==> src/rtl/cla_pkg.sv <==
// ---------------------------------------------------------------------------
// cla_pkg
// Shared definitions for the carry-lookahead subtractor:
//   CLA_DEFAULT_WIDTH : default operand / difference width
//   cla_state_e       : controller states (IDLE, CALC, DONE)
// ---------------------------------------------------------------------------
package cla_pkg;

    localparam int CLA_DEFAULT_WIDTH = 5;

    typedef enum logic [1:0] {
        IDLE = 2'd0,
        CALC = 2'd1,
        DONE = 2'd2
    } cla_state_e;

endpackage

==> src/rtl/cla_sub_core.sv <==
// ---------------------------------------------------------------------------
// cla_sub_core
// Purely combinational a - b, computed as a + ~b + 1 with carry-lookahead.
// Every carry is a flat sum of generate/propagate products, so no carry
// depends on a previously computed carry.
// Ports:
//   a    [WIDTH-1:0] in  : minuend
//   b    [WIDTH-1:0] in  : subtrahend
//   diff [WIDTH-1:0] out : (a - b) mod 2^WIDTH
//   cout             out : final carry (0 means a borrow occurred)
// ---------------------------------------------------------------------------
module cla_sub_core import cla_pkg::*; #(
    parameter int WIDTH = CLA_DEFAULT_WIDTH
) (
    input  logic [WIDTH-1:0] a,
    input  logic [WIDTH-1:0] b,
    output logic [WIDTH-1:0] diff,
    output logic             cout
);

    logic [WIDTH-1:0] g;
    logic [WIDTH-1:0] p;
    logic [WIDTH:0]   c;

    assign g = a & ~b;
    assign p = a ^ ~b;

    // c[i+1] = g[i] | p[i]g[i-1] | ... | p[i]..p[1]g[0] | p[i]..p[0]cin,
    // with cin = 1 for the two's-complement increment.
    always_comb begin
        logic carry;
        logic term;
        carry = 1'b0;
        term  = 1'b0;
        c     = '0;
        c[0]  = 1'b1;
        for (int i = 0; i < WIDTH; i++) begin
            carry = 1'b1;
            for (int k = 0; k <= i; k++) begin
                carry = carry & p[k];
            end
            for (int j = 0; j <= i; j++) begin
                term = g[j];
                for (int k = j + 1; k <= i; k++) begin
                    term = term & p[k];
                end
                carry = carry | term;
            end
            c[i+1] = carry;
        end
    end

    assign diff = p ^ c[WIDTH-1:0];
    assign cout = c[WIDTH];

endmodule

==> src/rtl/cla_subtractor.sv <==
// ---------------------------------------------------------------------------
// cla_subtractor
// Valid/ready wrapped unsigned subtractor. An accepted operand pair is
// registered, the difference is computed in CALC by cla_sub_core and
// presented in DONE until the consumer takes it. A new pair may be accepted
// in the same cycle the result is taken, giving one result every 2 cycles.
//
// Optional feature (macro CLA_SUB_SATURATE_EN): when defined, diff is clamped
// to 0 whenever a borrow occurs; bout and zero still describe the raw
// difference. When undefined, diff wraps mod 2^WIDTH.
//
//   state | meaning
//   IDLE  | empty, waiting for an operand pair
//   CALC  | operands held in a_q/b_q, result being registered
//   DONE  | result valid, waiting for out_ready
//
// Ports:
//   clk, rst_n          : clock (rising edge), async active-low reset
//   in_valid / in_ready : operand handshake, a and b captured on transfer
//   a, b [WIDTH-1:0]    : unsigned minuend / subtrahend
//   out_valid/out_ready : result handshake
//   diff [WIDTH-1:0]    : difference
//   bout                : borrow out (a < b)
//   zero                : raw difference is zero
// ---------------------------------------------------------------------------
module cla_subtractor import cla_pkg::*; #(
    parameter int WIDTH = CLA_DEFAULT_WIDTH
) (
    input  logic             clk,
    input  logic             rst_n,
    input  logic             in_valid,
    output logic             in_ready,
    input  logic [WIDTH-1:0] a,
    input  logic [WIDTH-1:0] b,
    output logic             out_valid,
    input  logic             out_ready,
    output logic [WIDTH-1:0] diff,
    output logic             bout,
    output logic             zero
);

    cla_state_e       state_q, state_d;
    logic [WIDTH-1:0] a_q, a_d;
    logic [WIDTH-1:0] b_q, b_d;
    logic [WIDTH-1:0] diff_q, diff_d;
    logic             bout_q, bout_d;
    logic             zero_q, zero_d;

    logic [WIDTH-1:0] core_diff;
    logic             core_cout;
    logic             core_bout;
    logic             core_zero;
    logic             accept;

    cla_sub_core #(.WIDTH(WIDTH)) u_core (
        .a    (a_q),
        .b    (b_q),
        .diff (core_diff),
        .cout (core_cout)
    );

    assign core_bout = ~core_cout;
    assign core_zero = (core_diff == '0);

    assign in_ready  = (state_q == IDLE) || ((state_q == DONE) && out_ready);
    assign out_valid = (state_q == DONE);
    assign accept    = in_valid && in_ready;

    always_comb begin
        state_d = state_q;
        a_d     = a_q;
        b_d     = b_q;
        diff_d  = diff_q;
        bout_d  = bout_q;
        zero_d  = zero_q;
        case (state_q)
            IDLE: begin
                if (accept) begin
                    a_d     = a;
                    b_d     = b;
                    state_d = CALC;
                end
            end
            CALC: begin
`ifdef CLA_SUB_SATURATE_EN
                diff_d = core_bout ? '0 : core_diff;
`else
                diff_d = core_diff;
`endif
                bout_d  = core_bout;
                zero_d  = core_zero;
                state_d = DONE;
            end
            DONE: begin
                if (out_ready) begin
                    if (in_valid) begin
                        a_d     = a;
                        b_d     = b;
                        state_d = CALC;
                    end else begin
                        state_d = IDLE;
                    end
                end
            end
            default: state_d = IDLE;
        endcase
    end

    always_ff @(posedge clk or negedge rst_n) begin
        if (!rst_n) begin
            state_q <= IDLE;
            a_q     <= '0;
            b_q     <= '0;
            diff_q  <= '0;
            bout_q  <= 1'b0;
            zero_q  <= 1'b0;
        end else begin
            state_q <= state_d;
            a_q     <= a_d;
            b_q     <= b_d;
            diff_q  <= diff_d;
            bout_q  <= bout_d;
            zero_q  <= zero_d;
        end
    end

    assign diff = diff_q;
    assign bout = bout_q;
    assign zero = zero_q;

endmodule

==> config.mk <==
export PLATFORM = sky130hd
export DESIGN_NAME = cla_subtractor
export DESIGN_NICKNAME = d
export VERILOG_FILES = /design/src/rtl/cla_pkg.sv /design/src/rtl/cla_sub_core.sv /design/src/rtl/cla_subtractor.sv
export SDC_FILE = /design/constraint.sdc
export NUM_CORES = 1
export LEC_CHECK = 0
export CORE_MARGIN = 4
export CORE_UTILIZATION = 45
export CTS_CLUSTER_SIZE = 30
export DETAILED_ROUTE_END_ITERATION = 8
export HOLD_SLACK_MARGIN = 0.15
export PLACE_DENSITY_LB_ADDON = 0.1
export SKIP_CTS_REPAIR_TIMING = 1
export SLEW_MARGIN = 20
export SYNTH_ARGS = -nofsm -noshare
export SYNTH_HDL_FRONTEND = slang
export SYNTH_SLANG_ARGS = --single-unit
==> constraint.sdc <==
create_clock -name clk -period 3.3 [get_ports clk]
set_input_delay 0.66 -clock clk [delete_from_list [all_inputs] [get_ports clk]]
set_output_delay 0.66 -clock clk [all_outputs]
set_load 0.05 [all_outputs]
==> results of run 1 <==
flip-flops by register name (all words and copies together) (netlist names):
signal / count
a_q: 5
b_q: 5
bout: 1
diff: 5
state_q: 2
zero: 1
cell type report:
class / count / area share (%)
flip-flops and latches: 19 / 39.58
multi-input cells: 45 / 34.90
repair buffers: 22 / 18.33
well taps: 27 / 2.813
clock buffers: 4 / 2.188
inverters: 7 / 2.188
layout by cell type, fill, tap and decap left out, types with 2 or more instances in the layout:
cell	Yosys	routed
a21oi_1	2	2
clkbuf_4	0	3
clkdlybuf4s50_1	0	22
dfrtp_1	19	19
ha_1	6	6
inv_1	7	7
mux2_2	13	13
nand2_1	4	4
o21ai_0	2	2
or3_1	2	2
xor2_1	2	2
metrics by stage:
step / worst slack, ns / util [%] / area, um2 / total power [mW]
after floorplan: 0.8783 / - / 929.6 / 0.7857
after global placement: 0.5001 / 59.89 / 1175 / 0.9364
after detailed placement: 0.4814 / 59.89 / 1175 / 0.9495
after CTS: 0.4808 / 61.22 / 1201 / 1.063
after global routing: 0.4417 / 61.22 / 1201 / 1.122
final: 0.4972 / 61.22 / 1201 / 1.045
cells by family after synthesis:
family	share of synthesized area [%]
buffers and inverters	3.768
XOR/XNOR	4.577
flip-flops	51.14
multiplexers	15.75
AO/OA/AOI/OAI	10.37
adder cells (fa/ha/maj)	8.075
AND/OR/NAND/NOR	6.326
power groups by stage:
stage / Clock [mW] / Sequential [mW] / Combinational, mW
2_1_floorplan: 0 / 0.493 / 0.293
3_3_place_gp: 0 / 0.353 / 0.584
3_5_place_dp: 0 / 0.356 / 0.594
4_1_cts: 0.118 / 0.350 / 0.594
5_1_grt: 0.129 / 0.360 / 0.632
6_report: 0.112 / 0.350 / 0.584
path summary, 6_finish.rpt:
path	start	endpoint	slack, ns	cells after the start
worst min register to register	bout	bout	0.48	1
worst max register to register	a_q[0]	zero	1.50	6
max in group asynchronous	rst_n	a_q[0]	1.96	1
min in group asynchronous	rst_n	diff[3]	0.83	1
worst max-delay path	out_ready	in_ready	0.50	4
worst min-delay path	bout	bout	0.48	1
cell usage after synthesis (2+ instances only):
master and count:
o21ai_0 2, mux2_2 13, dfrtp_1 19, or3_1 2, ha_1 6, nand2_1 4
inv_1 7, a21oi_1 2, xor2_1 2
metal layers:
layer  global-route usage, %  wire length, um  up-vias
met1                   13.60              607      295
met2                   20.61              714       17
met4                   3.830                0        0
li1                        -                -      298
met5                       0                0        -
met3                   5.915              100        0
critical path: stages:
cell             delay (ns)
clkdlybuf4s50_1        0.45
inv_1                  0.05
a21oi_1                0.16
clkdlybuf4s50_1        0.82
==> run metrics, run 1 <==
Leakage=0.5447 nW; Nets=118; Tcrit/Tclk final=84.93%; Slew Viols, Final=0; Finished Layout Cells=124; H-tree depth=1; Cells after DPL=120; 1st-iter DRT viols=2; CTS Buf Count=3; Worst setup SP type=input port; switch share=42.20%; GR Overflow Total=0; status=completed; Sw Pwr=0.4411 mW; Clk Latency, worst-skew pair=0.29 ns; Antenna diodes=0; GP Congestion=0.6846; synthesis-stage register bit count=19; area of the multi-input gates=419.2 um2; Core Box Area=1962 um2; Max Fclk=356.8 MHz; HP Class=reg2reg; Tmin final=2.803 ns; post-synthesis net count=93; dominant cell type by area after synthesis=dfrtp_1; Die Ht=53.45 um; DIE AREA=2857 um2; top cells by area, synth=dfrtp_1, mux2_2, ha_1, inv_1, o221a_4; Slew HR=45.50%; MaxCap Viol Count=0; prevailing post-synth register cell=dfrtp_1; crit end category=output port; CTS tree=yes; clock share of power=10.7%; clock root buffer=clkbuf_4; Post-synth EDFFs=0; Netlist Area Pre-Place=929.6 um2; CP required=2.64 ns; crit path DAT=2.14 ns; library cells used by synthesis=25; actual slew at the worst max-slew pin=0.8149 ns; fill count=172; layout cells sized above 1=20.62%; Synth Instances=73; combinational share of power=55.8%; Vias=610; peak supply drop=0.4041 mV; GRT Total Usage=12.32%; Worst Path Max Fanout=2; drt first pass iters=3; register area=475.5 um2; clock sinks=19; starting density of the core=47.39%; # DRC=0; Power Dens Cells=870.2 nW/um2; Crit Path Class=in2out; Int Power=0.6042 mW; I/O Pins=23; Worst-path clk slew=0.10 ns; Detailed Route WL=1423 um; clock tree buffer depth=2; initial antenna violation count=0; Die X=53.45 um; unrepaired setup endpoints after global routing=false; row count=16; async set-reset flop share out of synthesis=100.0%; first-pass GRT wire length=2449 um; Hold Fails Final Rpt=0; YS warnings=0; Via density=4.919; hold slack=0.4839 ns; register area share after synthesis=51.14%; Detail Placement HPWL=1158 um; number of routed nets with antenna violations=0; Final Skew=0.006752 ns; Wirelength per Cell=11.48 um; IO buf count=22; synthesis-to-finish area growth=29.21%; register share of total power=33.4%; post-synth top area share=51.14%; number of global-route vias before repair=577; Post-Route Setup TNS=0 ns; Post-Syn Area per Cell=12.73 um2; count of final setup violators=0; pin count of the biggest net entering global routing=20
(Power assumes the default switching activity.)
==> run 2: changes to the inputs <==
==> constraint.sdc (replaced) <==
create_clock -name clk -period 2.6 [get_ports clk]
set_input_delay 0.52 -clock clk [delete_from_list [all_inputs] [get_ports clk]]
set_output_delay 0.52 -clock clk [all_outputs]
set_load 0.05 [all_outputs]
==> run metrics, run 2 (synthesis gave the netlist of run 1 again) <==
count of final setup violators=0 (unchanged); CP required=2.08 ns (-0.56 ns); combinational share of power=56.2% (+0.4 points); CP max-delay cell=clkdlybuf4s50_1; Sw Pwr=0.5636 mW (+28%); final core occ=61.73% (+0.51 points); hold path depth=1 (unchanged); clock share of power=10.7% (about the same); MaxCap Viol Count=0 (unchanged); Crit path max-delay family=buffers and inverters; crit path DAT=1.68 ns (-0.46 ns); drt first pass iters=4 (+1); Worst Path Max Fanout=4 (+2); Slew Viols, Final=0 (unchanged); hold slack=0.4835 ns (-0.0004670 ns); critical path, cell by cell=nor2b_1 -> clkdlybuf4s50_1; slowest cell delay on critical path=0.82 ns (about the same); cell depth of the worst flop-to-flop path=6 (unchanged); Leakage=0.5503 nW (+1.0%); pin count of the biggest net entering global routing=20 (unchanged); Crit Path Class=reg2out; Hold Fails Final Rpt=0 (unchanged); CTS Buf Count=3 (unchanged); Die X=53.45 um (unchanged); switch share=42.14% (-0.059 points); clock sinks=19 (unchanged); Post-DP Area=1185 um2 (+0.85%); # DRC=0 (unchanged); peak supply drop=0.6403 mV (+58%); Tmin final=2.205 ns; HP Class=reg2reg; Max Fclk=453.6 MHz; Antenna diodes=0 (unchanged); Pwr Total=1.337 mW (+28%); IO buf count=22 (unchanged); starting density of the core=47.39% (unchanged); row count=16 (unchanged); DP Worst Slack=0.3070 ns (-0.1744 ns); GR Overflow Total=0 (unchanged); Slew HR=44.69% (-0.81 points); Core Box Area=1962 um2 (unchanged); Final Skew=0.001567 ns (-0.005185 ns); unrepaired setup endpoints after global routing=false; actual slew at the worst max-slew pin=0.8271 ns (+0.01216 ns); worst path bufs/invs=1 (-2); Nets=118 (unchanged); I/O Pins=23 (unchanged); DIE AREA=2857 um2 (unchanged); Int Power=0.7738 mW (+28%); layout cells sized above 1=21.65% (+1.0 points); status=completed; Worst path depth=2 (-2); Clk Latency, worst-skew pair=0.29 ns (about the same); GP Congestion=0.7228 (+5.6%); Vias=602 (-1.3%); Post-Route Setup TNS=0 ns (unchanged); register share of total power=33.2% (-0.2 points); Cells after DPL=120 (unchanged); 1st-iter DRT viols=6 (+4); H-tree depth=1 (unchanged); Tcrit/Tclk final=84.80%; Die Ht=53.45 um (unchanged); Detail Placement HPWL=1187 um (+2.5%); number of routed nets with antenna violations=0 (unchanged); number of global-route vias before repair=613 (+6.2%); first-pass GRT wire length=2649 um (+8.2%); Power Dens Cells=1104 nW/um2 (+27%); initial antenna violation count=0 (unchanged); Finished Layout Cells=124 (unchanged); Via density=4.855 (-1.3%); Worst setup SP type=register; clock root buffer=clkbuf_4; Worst-path clk slew=0.10 ns (about the same); post-route cell area=1211 um2 (+0.83%); Detailed Route WL=1439 um (+1.1%); crit end category=output port; synthesis-to-finish area growth=30.28%; clock tree buffer depth=2 (unchanged); Wirelength per Cell=11.60 um (+1.1%); most frequent cells in the layout=clkdlybuf4s50_1, dfrtp_1, mux2_2; commonest non-fill, non-tap cell in the layout=clkdlybuf4s50_1; Final WS setup=0.3952 ns (-0.1019 ns); CTS tree=yes; GRT Total Usage=12.77% (+0.44 points)
run 2: cell type report:
class,instances,area [um2]
fillers,186,750.7
clock buffers,4,26.28
multi-input cells,45,419.2
flip-flops and latches,19,475.5
well taps,27,33.78
inverters,7,26.28
repair buffers,22,230.2
run 2: power groups by stage:
stage	Sequential, mW	Clock (mW)	Combinational [mW]
2_1_floorplan	0.626	0	0.372
3_3_place_gp	0.448	0	0.749
3_5_place_dp	0.452	0	0.764
4_1_cts	0.446	0.149	0.765
5_1_grt	0.460	0.166	0.816
6_report	0.443	0.143	0.751
run 2: worst paths after layout:
path | from | endpoint | slack [ns]
max | state_q[0] | out_valid | 0.40
min | bout | bout | 0.48
max reg2reg | a_q[0] | zero | 0.79
min reg2reg | bout | bout | 0.48
max in group asynchronous | rst_n | b_q[0] | 1.39
min in group asynchronous | rst_n | diff[3] | 0.70
run 2: metal layers:
layer / global-route usage [%] / routed length, um / up-vias
met4: 2.553 / 10 / 0
met1: 14.74 / 640 / 281
li1: - / - / 302
met3: 4.225 / 95 / 2
met5: 0 / 0 / -
met2: 22.65 / 693 / 17
==> run 3: changes to the inputs <==
--- a/config.mk
+++ b/config.mk
@@ -6,7 +6,7 @@
 export NUM_CORES = 1
 export LEC_CHECK = 0
 export CORE_MARGIN = 4
-export CORE_UTILIZATION = 45
+export CORE_UTILIZATION = 43
 export CTS_CLUSTER_SIZE = 30
 export DETAILED_ROUTE_END_ITERATION = 8
 export HOLD_SLACK_MARGIN = 0.15
==> constraint.sdc (replaced) <==
create_clock -name clk -period 1.85 [get_ports clk]
set_input_delay 0.37 -clock clk [delete_from_list [all_inputs] [get_ports clk]]
set_output_delay 0.37 -clock clk [all_outputs]
set_load 0.05 [all_outputs]
==> run metrics, run 3 (synthesis gave the netlist of run 1 again) <==
Detailed Route WL=1792 um (+25%); Nets=123 (+4.2%); row count=16 (unchanged); CTS Buf Count=3 (unchanged); DIE AREA=2970 um2 (+3.9%); starting density of the core=46.44% (-0.95 points); Vias=640 (+6.3%); number of global-route vias before repair=698 (+14%); Final Skew=0.003020 ns (+0.001453 ns); Via density=4.961 (+2.2%); Worst Path Max Fanout=3 (-1); Finished Layout Cells=129 (+4.0%); Die X=54.50 um (+2.0%); Post-DP Area=1239 um2 (+4.5%); final core occ=64.25% (+2.5 points); critical path, cell by cell=ha_1 -> or3_1 -> o221a_4 -> xor2_2 -> mux2_2; peak supply drop=0.7061 mV (+10%); CTS tree=yes; Detail Placement HPWL=1327 um (+12%); count of final setup violators=0 (unchanged); commonest non-fill, non-tap cell in the layout=dfrtp_1; most frequent cells in the layout=dfrtp_1, mux2_2, clkdlybuf4s50_1; synthesis-to-finish area growth=38.36%; Core Box Area=2002 um2 (+2.0%); Worst-path clk slew=0.11 ns (about the same); GR Overflow Total=0 (unchanged); Tcrit/Tclk final=95.47%; Wirelength per Cell=13.89 um (+20%); first-pass GRT wire length=3036 um (+15%); pin count of the biggest net entering global routing=20 (unchanged); hold slack=0.4030 ns (-0.08044 ns); crit path DAT=1.96 ns (+0.28 ns); drt first pass iters=2 (-2); clock root buffer=clkbuf_4; actual slew at the worst max-slew pin=0.5064 ns (-0.3207 ns); Power Dens Cells=1542 nW/um2 (+40%); top sig layer=met4; MaxCap Viol Count=0 (unchanged); CP required=2.05 ns (-0.03 ns); H-tree depth=1 (unchanged); GP Congestion=0.6887 (-4.7%); initial antenna violation count=0 (unchanged); Tmin final=1.766 ns; met1 WL=710 um (+11%); slowest cell delay on critical path=0.40 ns (-0.42 ns); Leakage=0.6226 nW (+13%); Hold Fails Final Rpt=0 (unchanged); clock tree buffer depth=2 (unchanged); Slew Viols, Final=0 (unchanged); Crit path max-delay family=flip-flops; CP max-delay cell=dfrtp_1; Cells after DPL=125 (+4.2%); Max Fclk=566.2 MHz; reg-to-reg slack, setup=0.08 ns (-0.71 ns); worst path bufs/invs=0 (-1); # DRC=0 (unchanged); Die Ht=54.50 um (+2.0%); status=completed; layout cells sized above 1=33.33% (+12 points); clock sinks=19 (unchanged); Crit Path Class=reg2reg; Slew HR=66.19% (+21 points); Antenna diodes=0 (unchanged); 1st-iter DRT viols=3 (-3); Pwr Total=1.983 mW (+48%); GRT Total Usage=14.74% (+2.0 points); crit end category=register; unrepaired setup endpoints after global routing=false; IO buf count=22 (unchanged); number of routed nets with antenna violations=0 (unchanged); I/O Pins=23 (unchanged); Met3 Wirelength=107 um (+13%); metal2 WL=943 um (+36%); post-route cell area=1286 um2 (+6.2%); Worst setup SP type=register; HP Class=in2async; Clk Latency, worst-skew pair=0.30 ns (about the same)
[run 3: cell types whose count changed in the layout (fill, tap and decap cells not counted), sizes merged]
cell	change
clkinv	+1
buf	+10
clkbuf	-1
clkdlybuf4s50	-8
dlymetal6s2s	+3
[run 3: final cells by class]
cell class                 count  area [um2]
fill                         159       715.7
sequential                    19       475.5
multi-input combinational     45       435.4
timing repair buffer          27       287.8
tap                           27       33.78
inverter                       7       26.28
clock buffer                   3       22.52
clock inverter                 1       5.005
[run 3: where the power goes]
part	internal (mW)	switching, mW	leakage [nW]
Combinational	0.495	0.641	0.377
Clock	0.0806	0.132	0.0177
Sequential	0.552	0.0826	0.228
Total	1.13	0.855	0.623
[run 3: per-layer routing]
metal  GRT usage (%)  up-vias
li1                -      309
met1           14.68      309
met2           28.69       17
met3           3.270        5
met4           6.224        0
met5               0        -
[run 3: final timing paths]
check	start	endpoint	cells past startpoint
min in group clk	diff[0]	diff[0]	2
worst max-delay path	a_q[2]	diff[4]	5
max in group asynchronous	rst_n	b_q[0]	2
worst min register to register	diff[0]	diff[0]	2
worst min-delay path	rst_n	diff[0]	2
worst max register to register	a_q[2]	diff[4]	5
[run 3: per-stage QoR]
step | setup TNS, ns | worst slack, ns
finish | 0 | 0.08378
global route | 0 | 0.01724
CTS | -0.003256 | -0.003256
detailed placement | 0 | 0.02638
global placement | 0 | 0.06028
floorplan | 0 | 0.05414
[run 3: worst reg2reg max path, stage by stage (launching register included)]
cell and delay (ns):
dfrtp_1 0.40, ha_1 0.23, or3_1 0.39, o221a_4 0.24, xor2_2 0.15, mux2_2 0.26
